<file path="src/rtl/conv_pkg.sv">
// conv_pkg: shared image geometry defaults and the capture state type.
package conv_pkg;
  localparam int PIX_W_D = 8;
  localparam int IMG_W_D = 640;
  localparam int IMG_H_D = 960;
  typedef enum logic [1:0] {IDLE, CAPTURE, DRAIN} cap_state_t;
endpackage

</file>
<file path="src/rtl/sync_fifo.sv">
// sync_fifo: first-word-fall-through FIFO with full/empty flags; DEPTH must be a power of two.
module sync_fifo #(
  parameter int W = 33,
  parameter int DEPTH = 16
) (
  input  logic         clk,
  input  logic         rst,
  input  logic         push,
  input  logic         pop,
  input  logic [W-1:0] din,
  output logic [W-1:0] dout,
  output logic         full,
  output logic         empty
);
  localparam int AW = $clog2(DEPTH);
  logic [W-1:0] mem [DEPTH];
  logic [AW:0] wp, rp;
  assign empty = wp == rp;
  assign full = (wp[AW] != rp[AW]) && (wp[AW-1:0] == rp[AW-1:0]);
  assign dout = mem[rp[AW-1:0]];
  always_ff @(posedge clk) begin
    if (rst) begin
      wp <= '0;
      rp <= '0;
    end else begin
      if (push) wp <= wp + 1'b1;
      if (pop) rp <= rp + 1'b1;
    end
  end
  always_ff @(posedge clk)
    if (push) mem[wp[AW-1:0]] <= din;
endmodule

</file>
<file path="src/rtl/pix_capture.sv">
// pix_capture: captures one frame of pixels, packs 4 per 32-bit word into a FWFT FIFO.
// Define PIX_CAPTURE_SUM_EN to build the per-frame pixel checksum on frame_sum.
module pix_capture import conv_pkg::*; #(
  parameter int PIX_W = PIX_W_D,
  parameter int IMG_W = IMG_W_D,
  parameter int IMG_H = IMG_H_D,
  parameter int FIFO_DEPTH = 16
) (
  input  logic             clk,
  input  logic             rst,
  input  logic             start,
  input  logic             valid_in,
  input  logic [PIX_W-1:0] px_in,
  output logic             rd_valid,
  output logic [31:0]      rd_data,
  output logic             rd_last,
  input  logic             rd_ready,
  output logic             busy,
  output logic             frame_done,
  output logic             overflow,
  input  logic             clr_ovf,
  output logic [31:0]      frame_sum
);
  localparam int XW = $clog2(IMG_W + 1);
  localparam int YW = $clog2(IMG_H + 1);
  cap_state_t state;
  logic [XW-1:0] x;
  logic [YW-1:0] y;
  logic [1:0] lane;
  logic [23:0] pack;
  logic pend;
  logic [31:0] pend_w, word;
  logic [32:0] din, dout;
  logic full, empty, pop, push, drop, take, x_end, last_px, grp_end;
  assign take = state == CAPTURE && valid_in;
  assign x_end = x == XW'(IMG_W - 1);
  assign last_px = x_end && y == YW'(IMG_H - 1);
  assign grp_end = take && (lane == 2'd3 || last_px);
  assign word = {8'b0, pack} | (32'(px_in) << {lane, 3'b000});
  assign pop = !empty && rd_ready;
  // A final word that was dropped waits in pend_w and takes the first free slot.
  assign push = (pend && !full) || (grp_end && (!full || pop));
  assign drop = grp_end && full && !pop;
  assign din = pend ? {1'b1, pend_w} : {last_px, word};
  sync_fifo #(.W(33), .DEPTH(FIFO_DEPTH)) u_fifo (
    .clk(clk), .rst(rst), .push(push), .pop(pop), .din(din),
    .dout(dout), .full(full), .empty(empty)
  );
  assign rd_valid = !empty;
  assign rd_data = empty ? 32'd0 : dout[31:0];
  assign rd_last = !empty && dout[32];
  assign busy = state != IDLE;
  always_ff @(posedge clk) begin
    if (rst) begin
      state <= IDLE;
      x <= '0;
      y <= '0;
      lane <= '0;
      pack <= '0;
      pend <= 1'b0;
      pend_w <= '0;
      overflow <= 1'b0;
      frame_done <= 1'b0;
    end else begin
      frame_done <= pop && dout[32];
      overflow <= drop || (overflow && !clr_ovf);
      pend <= pend ? full : drop && last_px;
      if (drop && last_px) pend_w <= word;
      if (take) begin
        lane <= last_px ? 2'd0 : lane + 2'd1;
        pack <= grp_end ? 24'd0 : pack | (24'(px_in) << {lane, 3'b000});
        x <= x_end ? '0 : x + 1'b1;
        y <= x_end ? (last_px ? '0 : y + 1'b1) : y;
      end
      state <= (state == IDLE && start) ? CAPTURE :
               (take && last_px) ? DRAIN :
               (state == DRAIN && pop && dout[32]) ? IDLE : state;
    end
  end
`ifdef PIX_CAPTURE_SUM_EN
  logic [31:0] sum;
  always_ff @(posedge clk) begin
    if (rst || (state == IDLE && start)) sum <= '0;
    else if (take) sum <= sum + 32'(px_in);
  end
  assign frame_sum = sum;
`else
  assign frame_sum = 32'd0;
`endif
endmodule

</file>
<file path="config.mk">
export PLATFORM = sky130hd
export DESIGN_NAME = pix_capture
export DESIGN_NICKNAME = d
export VERILOG_FILES = /design/src/rtl/conv_pkg.sv /design/src/rtl/sync_fifo.sv /design/src/rtl/pix_capture.sv
export SDC_FILE = /design/constraint.sdc
export NUM_CORES = 1
export LEC_CHECK = 0
export CELL_PAD_IN_SITES_DETAIL_PLACEMENT = 1
export CELL_PAD_IN_SITES_GLOBAL_PLACEMENT = 1
export CORE_MARGIN = 2
export CORE_UTILIZATION = 60
export CTS_BUF_LIST = sky130_fd_sc_hd__clkbuf_2 sky130_fd_sc_hd__clkbuf_4 sky130_fd_sc_hd__clkbuf_8
export DETAILED_ROUTE_END_ITERATION = 16
export HOLD_SLACK_MARGIN = 0.03
export PLACE_DENSITY = 0.92
export SYNTH_ARGS = -nofsm -noshare
export SYNTH_HDL_FRONTEND = slang
export SYNTH_SLANG_ARGS = --single-unit
export TNS_END_PERCENT = 5
</file>
<file path="constraint.sdc">
create_clock -name clk -period 14.5 [get_ports clk]
set_input_delay 2.9 -clock clk [delete_from_list [all_inputs] [get_ports clk]]
set_output_delay 2.9 -clock clk [all_outputs]
set_load 0.01 [all_outputs]
</file>
==> flow_summary.ini, run 1 <==
[synthesis]
ys_async_sr_fraction_pct = 0
synthCells = 1343
syn_avg_cell_area_um2 = 18.7
synthFlopType = edfxtp_1
synth_warnings = 0
synthDistinctLibCells = 52
synth_area_leaders = edfxtp_1 63%, mux4_2 13%, dfxtp_1 7.7%, mux4_1 2.0%, a21oi_1 1.8%
synth-seq-cells = 625
synth_edf_count = 528
ys_seq_area_share_pct = 70.8
yosysTopAreaCell = edfxtp_1
yosys.area.top_type_share_pct = 63.0
syn_area_um2 = 25100

[finish]
multi_input_area_um2 = 6680
antenna_cells = 0
layout-drive-gt1-share_pct = 26.0
finalNonFillerCells = 2061
post-route-cell-area_um2 = 27900
fin_nets = 1464
final_cell_mix = 528 x edfxtp_1, 146 x mux4_2, 102 x clkbuf_8, 92 x dfxtp_1, 88 x a21oi_1
area_delta_synth_final_pct = 11.0
final_common_cell = edfxtp_1
n_fill_cell = 3509
seqCellArea_um2 = 17800

[placement]
placed_cell_area_um2 = 25900
dp_hpwl_mm = 33.5
port_buffers = 50
place_inst = 1882
gp_congestion = 0.751

[floorplanning]
dieWidth_um = 209
pin_count = 83
die-height_um = 209
rows = 75
initial_core_util_pct = 60.4
die-area_um2 = 43600
coreArea_um2 = 41700

[timing]
hold_slack_ps = 479
fmax_mhz = 123
finalMaxSlewViolations = 0
layout_min_cycle_time_ps = 8150
slew_headroom_pct = 8.11
min_period_over_period_pct = 56.2
tns_ps = 0
worst_slew_pin_slew_ps = 1380
finalHoldViolCount = 0
rsz0062_at_grt = false
fin_worst_skew_ps = 38.2
setup_viol = 0

[grt]
grt_use_met3_pct = 5.18
use_met2_pct = 50.8
antenna_found_initial = 0
grt_busiest_layer = met2
grt_pass1_wl_mm = 97.5
track_usage_pct = 31.0
grt_pass1_vias = 14602
overflow = 0
grt_max_degree = 76
use_met1_pct = 42.2

[clock_network]
cts_tree = yes
ctsResizeCount = 0
root_buffer = clkbuf_8
clock_latency_ps = 700
cts_max_level = 3
cts_buffers = 95
clkSinkCount = 625
cts_buffer_depth = 3
clk_pin_slew_ps = 60
cts_setup_buffers = 0
cts_hold_buf = 0

[route]
dr_total_vias = 13768
drcViolationCount = 0
wl_per_cell_um = 32.1
dr.pass1.iters = 10
drtIter0Drc = 1483
vias_per_cell = 6.68
routed_wirelength_mm = 66.1
antenna_left = 0

[setup_path]
arrival_ps = 5250
crit_slowest_cell = dfxtp_4
path_common_cell = buf_4
crit_chain = buf_4 -> buf_4 -> mux4_1 -> mux4_2 -> and2_1 -> clkdlybuf4s50_1
critical_path.endpoint_type = output port
worstSetupStartpointType = flop
slowest_delay_ps = 920
worst-setup-path-type = reg2out
required_ps = 11600
cp_max_fo = 53

[outcome]
status = finished, final reports clean

[run]
max-cap-violations = 0

[pwr]
ir_drop_mv = 0.104
leakagePower_nw = 8.96
p_per_area_nw_per_um2 = 127

[hold_path]
hold_class = reg2reg
==> per-layer routing <==
layer	wire [µm]	vias up
li1	-	5501
met1	25300	7240
met2	33300	862
met3	5340	165
met4	2110	0
met5	0	-
==> kinds of logic after synthesis <==
| family | Yosys count | synth area share [%] |
|---|---|---|
| AND/OR/NAND/NOR | 209 | 5.03 |
| flip-flops | 625 | 70.8 |
| buffers and inverters | 139 | 3.42 |
| multiplexers | 195 | 16.3 |
| other | 1 | 0.0149 |
| adder cells (fa/ha/maj) | 8 | 0.398 |
| AO/OA/AOI/OAI | 139 | 3.12 |
| XOR/XNOR | 27 | 0.970 |
==> Yosys cell counts, types with 2 or more instances <==
cell       number
buf_12          4
xnor2_1         8
a211oi_1       27
inv_1          31
mux4_1         19
mux2_2          4
nand3_1         9
clkbuf_1       33
ha_1            8
and2_1         43
buf_6          16
buf_4          32
o2111ai_1       2
nor2b_1         7
o21ai_0        18
a21oi_1        88
buf_2           9
or3_1          11
buf_8           2
nor3_1          8
mux2i_1        26
edfxtp_1      528
and3_1         15
and3b_1         2
nand2_1        31
and4_1          3
xor2_1         18
nor4_1          2
nand4_1         6
nor2_1         38
nor3_2          3
mux4_2        146
buf_1          12
dfxtp_1        97
nor2_4         20
==> state kept, by name, summed over array words and instances, names as in the netlist, named ones only <==
name	count
u_fifo.mem	528
overflow	1
frame_done	1
pend	1
u_fifo.rp	5
y	10
lane	2
pack	24
pend_w	32
x	10
state	2
u_fifo.wp	5
==> where the power goes <==
group | switching, mW | total (mW) | internal, mW
clock | 0.735 | 1.53 | 0.796
combinational | 0.0460 | 0.0585 | 0.0125
sequential | 0.00201 | 1.94 | 1.94
total | 0.783 | 3.53 | 2.75
==> critical path: cells and delay by family (launching register included) <==
family,cells,cell delay [ps]
buf+inv,3,2160
mux,2,1210
flops,1,920
simple gates,1,180
==> through the flow <==
| step | power, mW | setup WS, ps | utilization [%] |
|---|---|---|---|
| finish | 3.53 | 6350 | 67.0 |
| global route | 3.61 | 5920 | 67.0 |
| CTS | 3.54 | 6130 | 66.9 |
| global placement | 2.03 | 7040 | 62.3 |
| detailed placement | 2.03 | 6960 | 62.3 |
| floorplan | 2.02 | 7830 | - |
==> layout make-up <==
cell class                 instances  area share [%]
clock buffer                     137            5.97
clock inverter                    40           0.968
inverter                          31           0.417
multi-input combinational        610            23.9
sequential                       625            63.8
tap                              539            2.41
timing repair buffer              79            2.55
==> final timing paths <==
check / start / to / slack (ps) / cells past startpoint
worst max-delay path: flop / rd_data[4] / 6350 / 6
worst min-delay path: y[1] / y[1] / 480 / 2
worst max register to register: pend / u_fifo.mem[10][0] / 10190 / 3
worst min register to register: y[1] / y[1] / 480 / 2
No activity file was read; power rests on OpenSTA's default activity.
==> inputs of run 2 (changes only) <==
Settings changed: CORE_UTILIZATION 60 to 50, PLACE_DENSITY 0.92 to 0.82.
Clock period 14.5 ns to 6.85 ns, I/O delays scaled along.
==> run 2 against run 1 <==
Against the previous run: final cell count increased by 6.8%; sequential cell count unchanged; global-route usage decreased by 8.8 points; largest power group unchanged; highest routed layer unchanged; sequential power increased by 110%; hold slack got worse by 14 ps.
==> flow_summary.ini, run 2 (synthesis gave the netlist of run 1 again) <==
[outcome]
status = finished, final reports clean

[timing]
fin_worst_skew_ps = 41.6
worst_slew_pin_slew_ps = 1360
finalHoldViolCount = 0
finalMaxSlewViolations = 0
worst_slack_ps = 1540
setup_viol = 0
min_period_over_period_pct = 77.5
slew_headroom_pct = 6.54
fmax_mhz = 188
tns_ps = 0
layout_min_cycle_time_ps = 5310
rsz0062_at_grt = false

[grt]
overflow = 0
antenna_found_initial = 0
grt_pass1_wl_mm = 86.0
track_usage_pct = 22.2
grt_max_degree = 71
grt_pass1_vias = 13836

[placement]
port_buffers = 50
dp_hpwl_mm = 32.9
post-place-ws_ps = 1790
place_inst = 2018
placed_cell_area_um2 = 26200
gp_congestion = 0.731

[clock_network]
cts_hold_buf = 0
cts_setup_buffers = 0
ctsResizeCount = 0
clk_pin_slew_ps = 70
cts_tree = yes
cts_buffer_depth = 3
cts_buffers = 98
clock_latency_ps = 710
cts_max_level = 3
clkSinkCount = 625
root_buffer = clkbuf_8

[finish]
largest_reg_flops = 528
finalNonFillerCells = 2202
final_common_cell = edfxtp_1
antenna_cells = 0
layout-drive-gt1-share_pct = 25.8
area_delta_synth_final_pct = 12.4
post-route-cell-area_um2 = 28300
final_cell_mix = 528 x edfxtp_1, 146 x mux4_2, 105 x clkbuf_8, 92 x dfxtp_1, 88 x a21oi_1
fin_nets = 1469

[setup_path]
critical_path.endpoint_type = output port
required_ps = 5480
cp_max_fo = 56
worst-setup-path-type = reg2out
worstSetupStartpointType = flop
arrival_ps = 3940

[route]
antenna_left = 0
vias_per_cell = 5.79
drcViolationCount = 0
wl_per_cell_um = 25.7
drtIter0Drc = 1038
routed_wirelength_mm = 56.6
dr_total_vias = 12757
dr.pass1.iters = 5

[floorplanning]
coreArea_um2 = 49900
dieWidth_um = 228
rows = 82
die-height_um = 228
initial_core_util_pct = 50.4
pin_count = 83
die-area_um2 = 52100

[run]
max-cap-violations = 0

[pwr]
sw_frac_of_total_pct = 21.1
p_switching_mw = 1.60
p_total_mw = 7.58
p_clk_share_pct = 44.2
leakagePower_nw = 9.06
p_per_area_nw_per_um2 = 268
ir_drop_mv = 0.150
pwr-share-seq_pct = 54.3
power_frac_comb_pct = 1.5
p_int_mw = 5.98

[hold_path]
hold_class = reg2reg
==> run 2: metal layers <==
metal / track usage [%] / up-vias / part of all wire, % / wire length, µm
met5: 0 / - / 0 / 0
met1: 29.6 / 6692 / 41 / 23400
li1: - / 5512 / - / -
met4: 7.43 / 0 / 2.7 / 1500
met3: 4.26 / 119 / 5.7 / 3230
met2: 36.9 / 434 / 50 / 28400
==> run 2: final timing paths <==
check	start	to	slack, ps	cells past startpoint
min	pack[23]	pack[23]	460	2
max	flop	rd_data[28]	1540	5
max reg2reg	x[0]	u_fifo.mem[6][19]	3020	6
min reg2reg	pack[23]	pack[23]	460	2
==> run 2: final cells by class <==
| type | count | area (µm²) |
|---|---|---|
| clock inverters | 58 | 498 |
| repair buffers | 81 | 766 |
| clock buffers | 125 | 1600 |
| inverters | 31 | 116 |
| multi-input cells | 610 | 6650 |
| fillers | 4529 | 21600 |
| well taps | 672 | 841 |
| flip-flops and latches | 625 | 17800 |
==> run 2: through the flow <==
stage | hold slack (ps) | util [%]
2_1_floorplan | 438 | -
3_3_place_gp | 447 | 52.5
3_5_place_dp | 454 | 52.5
4_1_cts | 470 | 56.7
5_1_grt | 491 | 56.7
6_report | 465 | 56.7
==> run 2: power by group through the flow <==
stage                     Clock [mW]  Combinational (mW)  Sequential [mW]
after global placement             0               0.103             4.20
after CTS                       3.40               0.112             4.12
after global routing            3.56               0.123             4.11
after detailed placement           0               0.112             4.20
final                           3.35               0.113             4.12
after floorplan                    0              0.0797             4.20
==> run 2: critical path: stages (launching register included) <==
cell	delay (ps)
dfxtp_4	920
buf_12	460
mux4_2	560
mux4_2	550
and2_1	190
clkdlybuf4s50_1	470
==> inputs of run 3 (changes only) <==
Clock period 6.85 ns to 4.7 ns, I/O delays scaled along.
==> run 3 against run 2 <==
Against the previous run: combinational power is 58% higher; clock-buffer cell count increased by 9; clock power increased by 33%; global-route usage up 1.2 points; final cell count is 0.59% higher; via count is 2.1% higher; non-clock buffer count up 24; sequential power increased by 46%; critical endpoint is now rd_data[22]; largest cell class unchanged.
==> flow_summary.ini, run 3 (synthesis gave the netlist of run 1 again) <==
[outcome]
status = finished, final reports clean

[placement]
place_inst = 2042
port_buffers = 50
gp_congestion = 0.785
dp_hpwl_mm = 34.1
post-place-ws_ps = 726

[setup_path]
required_ps = 3760
crit_family = multiplexers
crit_chain = buf_4 -> mux4_2 -> mux4_2 -> and2_1 -> clkdlybuf4s50_1
arrival_ps = 3440
critical_path.endpoint_type = output port
slowest_delay_ps = 780
path_common_cell = mux4_2
cp_max_fo = 36
worstReg2RegEnd = u_fifo.mem[3][7]
endpoint = rd_data[22]
crit_buf_inv = 2
worst-setup-path-type = reg2out
worstSetupStartpointType = flop
r2r-start = x[0]
path_depth = 5
reg2regPathDepth = 7
crit_slowest_cell = dfxtp_4
rrSetupSlack_ps = 1460

[timing]
rsz0062_at_grt = false
slew_headroom_pct = 8.96
worst_slew_pin_slew_ps = 1330
setup_viol = 0
fin_worst_skew_ps = 37.9
tns_ps = 0
fmax_mhz = 228
finalHoldViolCount = 0
worst_slack_ps = 323
layout_min_cycle_time_ps = 4380
min_period_over_period_pct = 93.1
finalMaxSlewViolations = 0

[run]
max-cap-violations = 0

[finish]
final_common_cell = edfxtp_1
final_cell_mix = 528 x edfxtp_1, 146 x mux4_2, 101 x clkbuf_8, 92 x dfxtp_1, 88 x a21oi_1
layout-drive-gt1-share_pct = 26.8
finalNonFillerCells = 2215
fin_nets = 1492
largest_reg_flops = 528
utilization_pct = 56.9
area_delta_synth_final_pct = 12.8
n_fill_cell = 4524

[floorplanning]
coreArea_um2 = 49900
pin_count = 83
initial_core_util_pct = 50.4
rows = 82
dieWidth_um = 228
die-height_um = 228
die-area_um2 = 52100

[route]
routed_wirelength_mm = 59.5
antenna_left = 0
drcViolationCount = 0
wl_per_cell_um = 26.9
dr_total_vias = 13029
dr.pass1.iters = 5
drtIter0Drc = 1178
vias_per_cell = 5.88

[pwr]
p_int_mw = 8.35
leakagePower_nw = 9.22
p_total_mw = 10.6
p_clk_share_pct = 41.8
p_per_area_nw_per_um2 = 374
p_switching_mw = 2.26
sw_frac_of_total_pct = 21.3
ir_drop_mv = 0.250
pwr-share-seq_pct = 56.5
power_frac_comb_pct = 1.7

[grt]
track_usage_pct = 23.3
grt_pass1_wl_mm = 89.3
antenna_found_initial = 0
overflow = 0
grt_max_degree = 67
grt_pass1_vias = 14118

[clock_network]
cts_setup_buffers = 0
clock_latency_ps = 700
cts_tree = yes
cts_buffer_depth = 3
cts_hold_buf = 0
clkSinkCount = 625
cts_buffers = 97
cts_max_level = 3
root_buffer = clkbuf_8
ctsResizeCount = 0
clk_pin_slew_ps = 60

[hold_path]
hold_class = reg2reg
-- run 3: cell count changes in the layout (fill, tap and decap cells not counted), moves of 7 or more --
cell       change
buf_12        +10
buf_4         +14
bufinv_16      -7
clkbuf_4      +13
clkinv_2      -13
-- run 3: worst reg2reg max path: cells and delay by family (launching register included) --
| family | cells | cell delay, ps |
|---|---|---|
| AND/OR/NAND/NOR | 3 | 1200 |
| flip-flops | 1 | 390 |
| adder cells (fa/ha/maj) | 1 | 260 |
| buffers and inverters | 1 | 250 |
| AO/OA/AOI/OAI | 2 | 820 |
-- run 3: how the worst min path moves through the flow --
stage | from | end | slack [ps] | cells after the start
floorplan | pack[0] | pack[0] | 440 | 2
global placement | pack[23] | pack[23] | 450 | 2
detailed placement | pack[23] | pack[23] | 460 | 2
CTS | pack[23] | pack[23] | 480 | 2
global route | pack[14] | pack[14] | 500 | 2
finish | pack[23] | pack[23] | 470 | 2
-- run 3: power by group through the flow --
stage | registers [mW] | clock network [mW] | logic, mW
after floorplan | 6.11 | 0 | 0.116
after global placement | 6.11 | 0 | 0.163
after detailed placement | 6.11 | 0 | 0.175
after CTS | 6.00 | 4.55 | 0.175
after global routing | 6.00 | 4.76 | 0.193
final | 6.00 | 4.44 | 0.178
-- run 3: stage by stage --
step / hold WS, ps / instance area, µm²
final: 475 / 28400
after global routing: 502 / 28400
after CTS: 477 / 28300
after detailed placement: 462 / 26500
after global placement: 451 / 26500
after floorplan: 438 / 25300
-- run 3: layout make-up --
class / count / area [µm²] / area share, %
Antenna cell: 1 / 2.50 / 0.00882
Timing Repair Buffer: 105 / 1070 / 3.78
Sequential cell: 625 / 17800 / 62.8
Multi-Input combinational cell: 610 / 6670 / 23.5
Tap cell: 672 / 841 / 2.96
Clock inverter: 37 / 228 / 0.803
Clock buffer: 134 / 1640 / 5.77
Inverter: 31 / 116 / 0.410
-- run 3: routing by layer --
| layer | track usage, % | vias to the layer above | part of all wire (%) |
|---|---|---|---|
| li1 | - | 5547 | - |
| met1 | 30.6 | 6821 | 40 |
| met2 | 38.7 | 557 | 50 |
| met3 | 5.09 | 104 | 7.4 |
| met4 | 8.46 | 0 | 2.7 |
| met5 | 0 | - | 0 |
